## src/rtl/line_arb.sv

```systemverilog
// line_arb: round-robin arbiter that serialises cache line fills and
// writebacks from NCH ports onto a single quad-SPI bus (one nibble per cycle).
module line_arb #(
  parameter int unsigned NCH         = 2,
  parameter int unsigned PA          = 22,
  parameter int unsigned LINE_LENGTH = 4,
  parameter int unsigned DUMMY       = 4
) (
  input  logic                                       clk,
  input  logic                                       reset,
  input  logic [NCH-1:0]                             req,
  input  logic [NCH-1:0]                             write,
  input  logic [NCH-1:0]                             mem,
  input  logic [NCH*(PA-$clog2(LINE_LENGTH))-1:0]    tag,
  input  logic [NCH*4-1:0]                           wdata,
  input  logic [3:0]                                 dread,
  output logic [NCH-1:0]                             grant,
  output logic [NCH-1:0]                             rstrobe,
  output logic [NCH-1:0]                             wnext,
  output logic [NCH-1:0]                             done,
  output logic                                       err,
  output logic [3:0]                                 uio_out,
  output logic [3:0]                                 uio_oe,
  output logic [1:0]                                 cs
);

  localparam int unsigned LB = $clog2(LINE_LENGTH);
  localparam int unsigned TW = PA - LB;
  localparam int unsigned PW = (NCH > 1) ? $clog2(NCH) : 1;
  localparam logic [15:0] DUMMY_LAST = 16'((DUMMY > 0) ? DUMMY - 1 : 0);
  localparam logic [15:0] DATA_LAST  = 16'(2 * LINE_LENGTH - 1);

  typedef enum logic [2:0] {
    ST_IDLE,
    ST_CMD,
    ST_ADDR,
    ST_DUMMY,
    ST_DATA,
    ST_DONE
  } state_t;

  state_t          state, state_nx;
  logic [15:0]     cnt, cnt_nx;
  logic [PW-1:0]   ptr;
  logic [PW-1:0]   win, idx, win_q;
  logic            found;
  logic [NCH-1:0]  win_oh;
  logic            reject;
  logic            arb_fire;
  logic [NCH-1:0]  grant_q;
  logic            mem_q;
  logic            write_q;
  logic [TW-1:0]   tag_q;
  logic            err_q;
  logic [NCH-1:0]  rej_done_q;
  logic [TW-1:0]   tag_arr   [NCH];
  logic [3:0]      wdata_arr [NCH];
  logic [PA-1:0]   line_addr;
  logic [23:0]     addr24;
  logic [23:0]     addr_sh;
  logic [7:0]      cmd_byte;
  logic [1:0]      cs_sel;

  // Read data is sampled by the granted channel directly off the bus.
  logic unused_dread;
  assign unused_dread = ^dread;

  // Split the packed per-channel buses into indexable arrays.
  always_comb begin
    for (int unsigned k = 0; k < NCH; k++) begin
      tag_arr[k]   = tag[k*TW +: TW];
      wdata_arr[k] = wdata[k*4 +: 4];
    end
  end

  // Round-robin search starting at ptr; first requesting channel wins.
  always_comb begin
    found = 1'b0;
    win   = '0;
    idx   = '0;
    for (int unsigned i = 0; i < NCH; i++) begin
      idx = PW'((32'(ptr) + i) % NCH);
      if (!found && req[idx]) begin
        found = 1'b1;
        win   = idx;
      end
    end
  end

  assign win_oh   = NCH'(1) << win;
  assign reject   = write[win] && !mem[win];
  // Arbitration pauses for the cycle carrying a rejection pulse so the
  // rejected channel can drop its request before being looked at again.
  assign arb_fire = (state == ST_IDLE) && found && !err_q;

  assign line_addr = {tag_q, {LB{1'b0}}};
  assign addr24    = 24'(line_addr);
  assign addr_sh   = addr24 << {cnt[2:0], 2'b00};
  assign cmd_byte  = write_q ? 8'h38 : 8'hEB;
  assign cs_sel    = mem_q ? 2'b01 : 2'b10;

  // State register, beat counter, round-robin pointer and latched request.
  always_ff @(posedge clk or negedge reset) begin
    if (!reset) begin
      state      <= ST_IDLE;
      cnt        <= '0;
      ptr        <= '0;
      win_q      <= '0;
      grant_q    <= '0;
      mem_q      <= 1'b0;
      write_q    <= 1'b0;
      tag_q      <= '0;
      err_q      <= 1'b0;
      rej_done_q <= '0;
    end else begin
      state      <= state_nx;
      cnt        <= cnt_nx;
      err_q      <= 1'b0;
      rej_done_q <= '0;
      if (arb_fire) begin
        ptr <= PW'((32'(win) + 1) % NCH);
        if (reject) begin
          err_q      <= 1'b1;
          rej_done_q <= win_oh;
        end else begin
          win_q   <= win;
          grant_q <= win_oh;
          mem_q   <= mem[win];
          write_q <= write[win];
          tag_q   <= tag_arr[win];
        end
      end
    end
  end

  // Next-state sequencing and bus/handshake outputs decoded from state.
  always_comb begin
    state_nx = state;
    cnt_nx   = cnt + 16'd1;
    grant    = '0;
    rstrobe  = '0;
    wnext    = '0;
    done     = rej_done_q;
    err      = err_q;
    cs       = 2'b11;
    uio_oe   = '0;
    uio_out  = '0;
    case (state)
      ST_IDLE: begin
        cnt_nx = '0;
        if (arb_fire && !reject) state_nx = ST_CMD;
      end
      ST_CMD: begin
        grant   = grant_q;
        cs      = cs_sel;
        uio_oe  = '1;
        uio_out = cnt[0] ? cmd_byte[3:0] : cmd_byte[7:4];
        if (cnt == 16'd1) begin
          state_nx = ST_ADDR;
          cnt_nx   = '0;
        end
      end
      ST_ADDR: begin
        grant   = grant_q;
        cs      = cs_sel;
        uio_oe  = '1;
        uio_out = addr_sh[23:20];
        if (cnt == 16'd5) begin
          state_nx = (write_q || DUMMY == 0) ? ST_DATA : ST_DUMMY;
          cnt_nx   = '0;
        end
      end
      ST_DUMMY: begin
        grant = grant_q;
        cs    = cs_sel;
        if (cnt == DUMMY_LAST) begin
          state_nx = ST_DATA;
          cnt_nx   = '0;
        end
      end
      ST_DATA: begin
        grant = grant_q;
        cs    = cs_sel;
        if (write_q) begin
          wnext   = grant_q;
          uio_oe  = '1;
          uio_out = wdata_arr[win_q];
        end else begin
          rstrobe = grant_q;
        end
        if (cnt == DATA_LAST) begin
          state_nx = ST_DONE;
          cnt_nx   = '0;
        end
      end
      ST_DONE: begin
        done     = grant_q;
        state_nx = ST_IDLE;
        cnt_nx   = '0;
      end
      default: begin
        state_nx = ST_IDLE;
        cnt_nx   = '0;
      end
    endcase
  end

endmodule

```

## config.mk

```make
export PLATFORM = sky130hd
export DESIGN_NAME = line_arb
export DESIGN_NICKNAME = d
export VERILOG_FILES = /design/src/rtl/line_arb.sv
export SDC_FILE = /design/constraint.sdc
export NUM_CORES = 1
export LEC_CHECK = 0
export CAP_MARGIN = 20
export CELL_PAD_IN_SITES_DETAIL_PLACEMENT = 1
export CELL_PAD_IN_SITES_GLOBAL_PLACEMENT = 1
export CORE_MARGIN = 2
export CORE_UTILIZATION = 37
export DETAILED_ROUTE_END_ITERATION = 8
export GPL_ROUTABILITY_DRIVEN = 0
export HOLD_SLACK_MARGIN = 0.03
export PLACE_DENSITY = 0.83
export SLEW_MARGIN = 25
export SYNTH_ARGS = -nofsm -noshare
export SYNTH_HDL_FRONTEND = slang
export SYNTH_SLANG_ARGS = --single-unit
```

## constraint.sdc

```tcl
create_clock -name clk -period 2.4 [get_ports clk]
set_input_delay 0.48 -clock clk [delete_from_list [all_inputs] [get_ports clk]]
set_output_delay 0.48 -clock clk [all_outputs]
set_load 0.02 [all_outputs]
```

## Word-level counts from Yosys, hierarchy flattened

Index checks and enable logic that the tools add are counted.
W data, S select, Z words.

| storage, ports and cells | value |
|---|---|
| memories | 0 |
| flip-flop bits (word level) | 48 |
| word-level logic and storage cells | 99 |
| RAM bits | 0 |
| latch bits | 0 |
| ROM bits | 0 |

| operators by class | value |
|---|---|
| shift operators | 2 |
| reductions and logical operators | 14 |
| equal/unequal tests | 14 |
| bitwise operators | 3 |
| mux-type cells | 48 |
| order comparisons | 5 |
| divide/modulo/power cells | 0 |
| add/sub/neg operators | 3 |
| $mul | 0 |

Operators by type and width:

| cell | number |
|---|---|
| $mux W16 | 4 |
| $pmux W16 S4 | 1 |
| $mux W20 | 3 |
| $eq A16 B3 Y1 const B | 2 |
| $mux W4 | 6 |
| $shl A22 B5 Y24 | 1 |
| $mux W2 | 10 |
| $mux W3 | 6 |
| $add A16 B1 Y16 const B | 1 |
| $eq A16 B1 Y1 const B | 1 |
| $eq A16 B2 Y1 const B | 1 |
| $pmux W3 S5 | 1 |
| $mux W1 | 14 |
| $pmux W4 S3 | 1 |
| $mux W8 | 1 |
| $ne A2 B2 Y1 const B | 4 |
| $pmux W4 S2 | 1 |
| $eq A3 B2 Y1 const B | 2 |
| $eq A3 B3 Y1 const B | 2 |
| $lt A1 B2 Y1 const B | 3 |
| $logic_and A1 B1 Y1 | 5 |
| $reduce_and A5 Y1 | 1 |
| $ge A2 B2 Y1 const B | 2 |
| $logic_not A1 Y1 | 4 |
| other kinds (10) | 12 |

## Logic depth before layout (Yosys ltp)

Gate-level depths: netlist of the first run.

| depth | value |
|---|---|
| word-level depth | 14 |
| gate-level depth with buffers | 7 |
| depth with buffers taken out | 5 |

## Least setup slack after synthesis of the first run

Ideal clock, no wire load.

| timing | value |
|---|---|
| path type | register -> output |
| from | register state[0] |
| to | output port uio_oe[1] |
| arrival | 1.561 ns |
| path slack | 0.359 ns |
| data required time | 1.920 ns |
| cell stages (with the launch flop) | 5 |
| cells stage by stage | dfrtp_1 > buf_2 > xnor2_1 > o21ai_0 > buf_4 |

| on the way | value |
|---|---|
| longest elaborated chain between the ends | 3 |

RTL lines:

| element | RTL line | source |
|---|---|---|
| start, declared | 42 | `state_t state, state_nx;` |
| start signal, assigned | 116 | `state <= state_nx;` |
| $eq A3 B2 Y1 / $eq A3 B1 Y1 (equally long branches) | 148 | `case (state)` |
| $reduce_or A2 Y1 (no source line) | - |  |
| $pmux W4 S2 (*) | 148 |  |
| end, declared | 23 | `output logic [3:0] uio_oe,` |

Mark *: on every way between the ends. The rest lies on a longest branch, timed or not.

## Final worst setup path of the first run

| timing | value |
|---|---|
| from | register state[0] |
| to | output port rstrobe[0] |

| on the way | value |
|---|---|
| longest elaborated chain between the ends | 2 |

RTL lines:

| element | RTL line | source |
|---|---|---|
| $eq A3 B3 Y1 | 148 |  |
| $mux W2 | 148 |  |
| end, declared | 18 | `output logic [NCH-1:0] rstrobe,` |

Every way passes these cells.

==> results of run 1 <==
[area by class of cell]
| cell class | instances | area, sq um | area share, % |
|---|---|---|---|
| Multi-Input combinational cell | 198 | 1610 | 39.9 |
| Sequential cell | 47 | 1180 | 29.1 |
| Timing Repair Buffer | 105 | 960 | 23.7 |
| Tap cell | 102 | 128 | 3.15 |
| Clock buffer | 6 | 82.6 | 2.04 |
| Inverter | 12 | 45.0 | 1.11 |
| Clock inverter | 2 | 38.8 | 0.959 |
[cell families after synthesis]
logic type	after synthesis	synth area share, %
simple gates	86	15.1
mux	55	24.0
flops	47	40.3
compound gates	35	8.36
buf+inv	29	5.01
xor+xnor	17	5.10
fa+ha+maj	5	2.14
[through the flow]
step	total power [uW]	hold slack (ps)	setup TNS (ps)
5_1_grt	4780	327	0
3_3_place_gp	3840	484	-116
3_5_place_dp	3960	495	-387
6_report	4490	277	0
4_1_cts	4540	305	-33.9
2_1_floorplan	2970	184	0
[state kept, by name (all words and copies together) (netlist names)]
signal	cells
grant_q	1
rej_done_q	2
tag_q	20
write_q	1
cnt	16
mem_q	1
ptr	1
err	1
state	3
win_q	1
[synth_stat cells, types with 4 or more instances]
library cell   n
nor3_1         7
mux2_4        19
dfrtp_1       47
ha_1           5
nor4_1         8
a21oi_1        6
clkbuf_1       7
mux2_2        24
xnor2_1       15
o21ai_0        8
nand3_1        8
nor2b_1        4
nand2b_1       4
nand2_1       13
inv_1         11
mux2i_1       10
nor2_1        25
[metal layers]
layer	GRT usage, %	wire length [microns]
met4	4.78	115
met5	0	0
met2	34.4	4000
met3	4.07	344
met1	23.4	3470
[timing repair]
action	4_1_cts	5_1_grt
endpoints found under the setup margin	16	8
resized for setup	27	11
setup buffers	1	2
[cells in the final DEF, fill, tap and decap left out, types with 3 or more instances in the layout]
master / count
nand4_1: 3
nand3b_1: 3
nor2_1: 24
nand2_1: 13
mux2_2: 24
dfrtp_1: 45
mux2_4: 19
nor2b_1: 4
clkdlybuf4s50_1: 55
a211o_1: 3
nand3_1: 7
a21oi_1: 6
nand2b_1: 4
and2_1: 3
buf_4: 29
o21ai_0: 8
clkbuf_8: 6
nor3_1: 7
mux2i_1: 10
xnor2_1: 14
ha_1: 5
inv_1: 11
dlygate4sd2_1: 11
clkbuf_2: 4
and3_1: 3
nor4_1: 8
[critical path, cell delays in order, from the launching register on]
cell	delay [ps]
dfrtp_1	470
or3b_2	560
nor3_1	150
dlygate4sd2_1	350
[worst min path at each step]
stage	end	start	slack [ps]
2_1_floorplan	cnt[0]	reset	180
3_3_place_gp	mem_q	mem_q	480
3_5_place_dp	mem_q	mem_q	500
4_1_cts	tag_q[17]	reset	300
5_1_grt	tag_q[8]	reset	330
6_report	tag_q[9]	reset	280
[report_power, final]
group / leakage [uW] / total, uW / internal [uW] / switching, uW
registers: 0.000592 / 1310 / 1070 / 249
logic: 0.00112 / 2560 / 1300 / 1250
clock network: 0.0000618 / 618 / 343 / 275
total: 0.00178 / 4490 / 2710 / 1780
==> impl_results.md, run 1 <==
- Post-synthesis sequential area ratio: 40.3%
- Total CTS buffers: 5
- CORE AREA: 0.00769 sq mm
- DRT antenna net count: 0
- MaxCap Viol Count: 0
- Peak supply drop: 0.000354 V
- Skew final: ~5.2 ps
- Pwr per Cell Area: 1110 mW/mm^2
- Root Buffer: clkbuf_8
- Vias per inst: 5.11
- Ys async rst share: 100%
- Nets: between 400 and 500
- RSZ-0062 raised after global routing: false
- Ys Warns: 0
- Status: complete, no violations
- Hold Crit Class: input port to asynchronous set/reset pin
- Slew HR: 43.4%
- Vias: 2410
- Setup crit start kind: flop
- Post-Route WL: between 7000 and 8000 microns
- Fin cells: 472
- Synthesized area: 0.00292 sq mm
- Clock Latency Late Sink: 300 ps
- Fill cells: 873
- Global-route wire length before repair: 13000 microns
- Io pins: 79
- Crit path to: rstrobe[0]
- F_max: approximately 430 MHz
- Critical path endpoint category: output port
- CTS Hold Bufs: 0
- Hold Vio Cnt, Final: 0
- Port bufs: 74
- CTS sink cnt: 47
- Post-layout util: 52.6%
- Unique cell type count in the Yosys netlist: 48
- Worst Path Max Fanout: 6
- Crit path DAT: roughly 1800 ps
- CTS tree: built
- Die area: about 0.0086 sq mm
- Period utilization: 96.3%
- Initial antenna violation count: 0
- Post-synth EDFFs: 0
- Tot GR Track Use: 19.2%
- Ranking of synthesized cells by area: dfrtp_1, mux2_4, mux2_2
- DRT iter0 DRCs: 71
- DP Area: 0.00392 sq mm
- Area delta synth->final: 38.5%
- WL/cell: around 17 microns
- Synth Register Bits: 47
- Dpl hpwl: just over 6000 microns
- Req. time, crit path: 1920 ps
- Endpoints failing setup: 0
- Reg2reg start: cnt[0]
- Clock Tree Buf Depth: 2
- Die H: 92.8 microns
- DP Worst Slack: -69.0 ps
- Leakage power: about 0.0018 uW
- Dpl cells: 461
- ANT cells: 0
- R2R depth: 7
- Pre-antenna DRT Iters: 4
- Largest area contributor in the netlist: dfrtp_1
- DRC: 0
- Max Slew Vio Count: 0
- Synth Instances: around 270
- Final instance area: 0.00405 sq mm
- Clock-pin slew on the worst setup and hold paths: ~90 ps
- Syn Area/Cell: 10.7 sq um
- Row count: 32
- Worst Max-Slew Pin Slew: 849 ps
- Mapped Nets: roughly 340
- CTS H-tree depth: 2
- Via count of the first global-routing pass: 2642
- Setup ws final: 89.8 ps
- Total congestion overflow: 0
- Layout cell share with drive strength beyond 1: a little over a quarter
- Initial core utilization: 38.0%
- Worst R2R End: state[0]
- Final min period: approximately 2300 ps
- Die Width: between 90 and 100 microns
- Largest net degree at the start of global routing: 38
- Area share of the largest cell type after synthesis: 40.3%
- Reg2Reg Setup Slack: approximately 220 ps
- CP Launch Point: state[0]
- Main synth FF type: dfrtp_1
- Crit path kind: flop to output port
(Power assumes the default switching activity.)
==> run 2, diff against run 1 <==
--- a/config.mk
+++ b/config.mk
@@ -5,14 +5,17 @@
 export SDC_FILE = /design/constraint.sdc
 export NUM_CORES = 1
 export LEC_CHECK = 0
+export ABC_AREA = 1
 export CAP_MARGIN = 20
 export CELL_PAD_IN_SITES_DETAIL_PLACEMENT = 1
 export CELL_PAD_IN_SITES_GLOBAL_PLACEMENT = 1
+export CORE_ASPECT_RATIO = 1.5
 export CORE_MARGIN = 2
-export CORE_UTILIZATION = 37
+export CORE_UTILIZATION = 34
 export DETAILED_ROUTE_END_ITERATION = 8
 export GPL_ROUTABILITY_DRIVEN = 0
 export HOLD_SLACK_MARGIN = 0.03
+export MAX_ROUTING_LAYER = met4
 export PLACE_DENSITY = 0.83
 export SLEW_MARGIN = 25
 export SYNTH_ARGS = -nofsm -noshare
==> impl_results.md, run 2 <==
- CTS H-tree depth: 2
- Comb pwr share: 55.2%
- Reg2Reg Setup Slack: 530 ps
- Hold Crit Class: input port to asynchronous set/reset pin
- Row count: 41
- CTS tree: built
- Status: complete, no violations
- CTS Hold Bufs: 0
- Max reg flops: 20
- Setup crit start kind: flop
- Crit path kind: flop to output port
- Multi-input gate area: 0.00151 sq mm
- Most frequent cell after synthesis: nand2_1
- Synth Register Bits: 47
- Setup bufs post-CTS: 0
- Skew final: 4.72 ps
- Total CTS buffers: 5
- Simple-gate share of the synthesized area: 36.2%
- CP dominant cell by count: inv_1
- Clk network pwr share: approximately 16%
- Slew HR: 59.2%
- Worst Path Max Fanout: 6
- NetSw: 1840 uW
- DP Worst Slack: -35.3 ps
- Synthesized area: 0.00294 sq mm
- Max Slew Vio Count: 0
- Worst Max-Slew Pin Slew: 613 ps
- DRC: 0
- Ys Warns: 0
- Post-synth EDFFs: 0
- Commonest cells in the netlist: nand2_1, nor2_1, dfrtp_1
- Post-synthesis sequential area ratio: 40.0%
- Syn Area/Cell: roughly 7.0 sq um
- Hold Slack: 279 ps
- Tot GR Track Use: 19.8%
- Initial antenna violation count: 0
- Sequential share of power: 28.7%
- Synth Instances: about 420
- Final min period: 2250 ps
- DRT antenna net count: 0
- Largest net degree at the start of global routing: 48
- Initial core utilization: 34.9%
- Endpoints failing setup: 0
- Biggest registers after layout: tag_q (20), cnt (16), state (3)
- Crit-path cells: inv_1 -> buf_4 -> nand2_1 -> nor2_4 -> inv_1 -> nand3_1 -> dlygate4sd2_1
- Nets: around 580
- Critical path endpoint category: output port
- Total congestion overflow: 0
- Buf+Inv Stages, Crit Path: 4
- Leakage power: between 0.002 and 0.0025 uW
- Slowest-stage cell, CP: dfrtp_1
- Power Total: 4090 uW
- Peak supply drop: 0.000595 V
- Global-route wire length before repair: 14700 microns
- Main synth FF type: dfrtp_1
- Biggest register: tag_q
- Clock Tree Buf Depth: 2
- Hold Vio Cnt, Final: 0
- Ys async rst share: 100%
- CTS sink cnt: 47
- Area share of the largest cell type after synthesis: 40.0%
- Layout cell share with drive strength beyond 1: a little under an eighth
- Post-layout util: 47.8%
- Largest area contributor in the netlist: dfrtp_1
- Mapped Nets: 487
- Vias per inst: 4.97
- Vias: between 3000 and 4000
- Area delta synth->final: 36.8%
- Pre-antenna DRT Iters: 4
- Setup ws final: 148 ps
- Root Buffer: clkbuf_16
- CP delay by family, top: buffers and inverters
- Die H: between 100 and 150 microns
- Adder-Cell Fraction of Synth Area: 2.13%
- XOR/XNOR Fraction of Synth Area: approximately 2.4%
- Most frequent cells in the layout: nand2_1, clkdlybuf4s50_1, nor2_1
- Sw Share: 44.9%
- ANT cells: 0
- Register Area: roughly 0.0012 sq mm
- P_int: 2250 uW
- Via count of the first global-routing pass: approximately 3400
- F_max: 444 MHz
- Mux contribution to synthesized area: 0%
- MaxCap Viol Count: 0
- Port bufs: 74
- Die Width: 79.9 microns
- Clock-pin slew on the worst setup and hold paths: 60 ps
- CORE AREA: roughly 0.0084 sq mm
- WL/cell: 14.2 microns
- DRT iter0 DRCs: 81
- Fill cells: 1116
- Dpl hpwl: 6840 microns
- Req. time, crit path: 1920 ps
- Unique cell type count in the Yosys netlist: 32
- Slowest Stage Delay on Critical Path: 370 ps
- Post-synthesis compound-gate area fraction: between 10% and 20%
- Ranking of synthesized cells by area: dfrtp_1, nand2_1, nor2_1
- Pwr per Cell Area: 1020 mW/mm^2
- Io pins: 79
- Post-Route WL: 8790 microns
- Crit path DAT: 1770 ps
- Period utilization: 93.8%
- Largest family of logic cells by synthesized area: simple AND/OR/NAND/NOR gates
- Die area: 0.00942 sq mm
- Commonest non-fill, non-tap cell in the layout: nand2_1
- Clock Latency Late Sink: 280 ps
-- run 2: cell count changes in the layout (fill, tap and decap cells not counted), moves of 6 or more --
cell	change
nand2_1	+140
inv_1	+27
nor2_1	+26
mux2_2	-24
o21ai_0	+24
mux2_4	-19
xnor2_1	-12
mux2i_1	-10
or2_2	+9
o211ai_1	+8
buf_4	-7
nand3_1	+7
nor4_1	-7
clkbuf_8	-6
-- run 2: final timing paths --
| kind | startpoint | endpoint | cells after the start |
|---|---|---|---|
| setup / recovery | state[2] | uio_oe[3] | 7 |
| hold / removal | reset | cnt[8] | 2 |
| setup reg to reg | cnt[0] | state[1] | 11 |
| hold reg to reg | tag_q[10] | tag_q[10] | 2 |
| max in group asynchronous | reset | write_q | 2 |
| min in group clk | tag_q[10] | tag_q[10] | 2 |
-- run 2: layout make-up --
cell class	count	share of cell area, %
multi-input combinational	320	37.5
sequential	47	29.3
timing repair buffer	98	22.9
inverter	40	3.80
tap	107	3.33
clock buffer	5	3.11
clock inverter	1	0.187
-- run 2: worst register-to-register path, cell delays in order (launching register included) --
cell and delay (ps):
dfrtp_1 420, buf_4 180, ha_1 230, nand3_1 140, nand2_1 100, nand2_1 70, nor2_1 140, nand2_2 110
inv_4 190, nand2_1 80, nand2_1 60, nand2_1 40
-- run 2: metrics by stage --
| step | TNS (ps) | std cells | cell area [sq um] |
|---|---|---|---|
| after detailed placement | -35.3 | 612 | 3900 |
| after floorplan | 0 | 422 | 2940 |
| after global placement | -32.1 | 612 | 3900 |
| final | 0 | 618 | 4020 |
| after CTS | 0 | 618 | 4030 |
| after global routing | -12.6 | 618 | 4020 |
-- run 2: power by group through the flow --
stage	registers, uW	logic, uW	clock network [uW]
finish	1170	2260	660
global route	1190	2520	708
global placement	1160	2280	0
detailed placement	1180	2380	0
floorplan	1180	1460	0
CTS	1170	2310	672
-- run 2: metal layers --
layer	routed length (microns)	vias to the layer above	global-route usage (%)	part of all wire [%]
met1	3460	1504	20.7	39
met4	164	0	6.25	1.9
met2	4950	54	37.4	56
met5	0	-	-	0
met3	212	12	2.38	2.4
li1	-	1499	-	-
-- run 2: kinds of logic after synthesis --
group                    count (synthesis)
buffers and inverters                   55
AO/OA/AOI/OAI                           56
XOR/XNOR                                 8
AND/OR/NAND/NOR                        251
flip-flops                              47
adder cells (fa/ha/maj)                  5
-- run 2: what timing repair did --
item | 4_1_cts | 5_1_grt
cloned | 0 | 0
endpoints found under the setup margin | 14 | 8
pin swaps | 0 | 0
gates resized for setup | 16 | 11
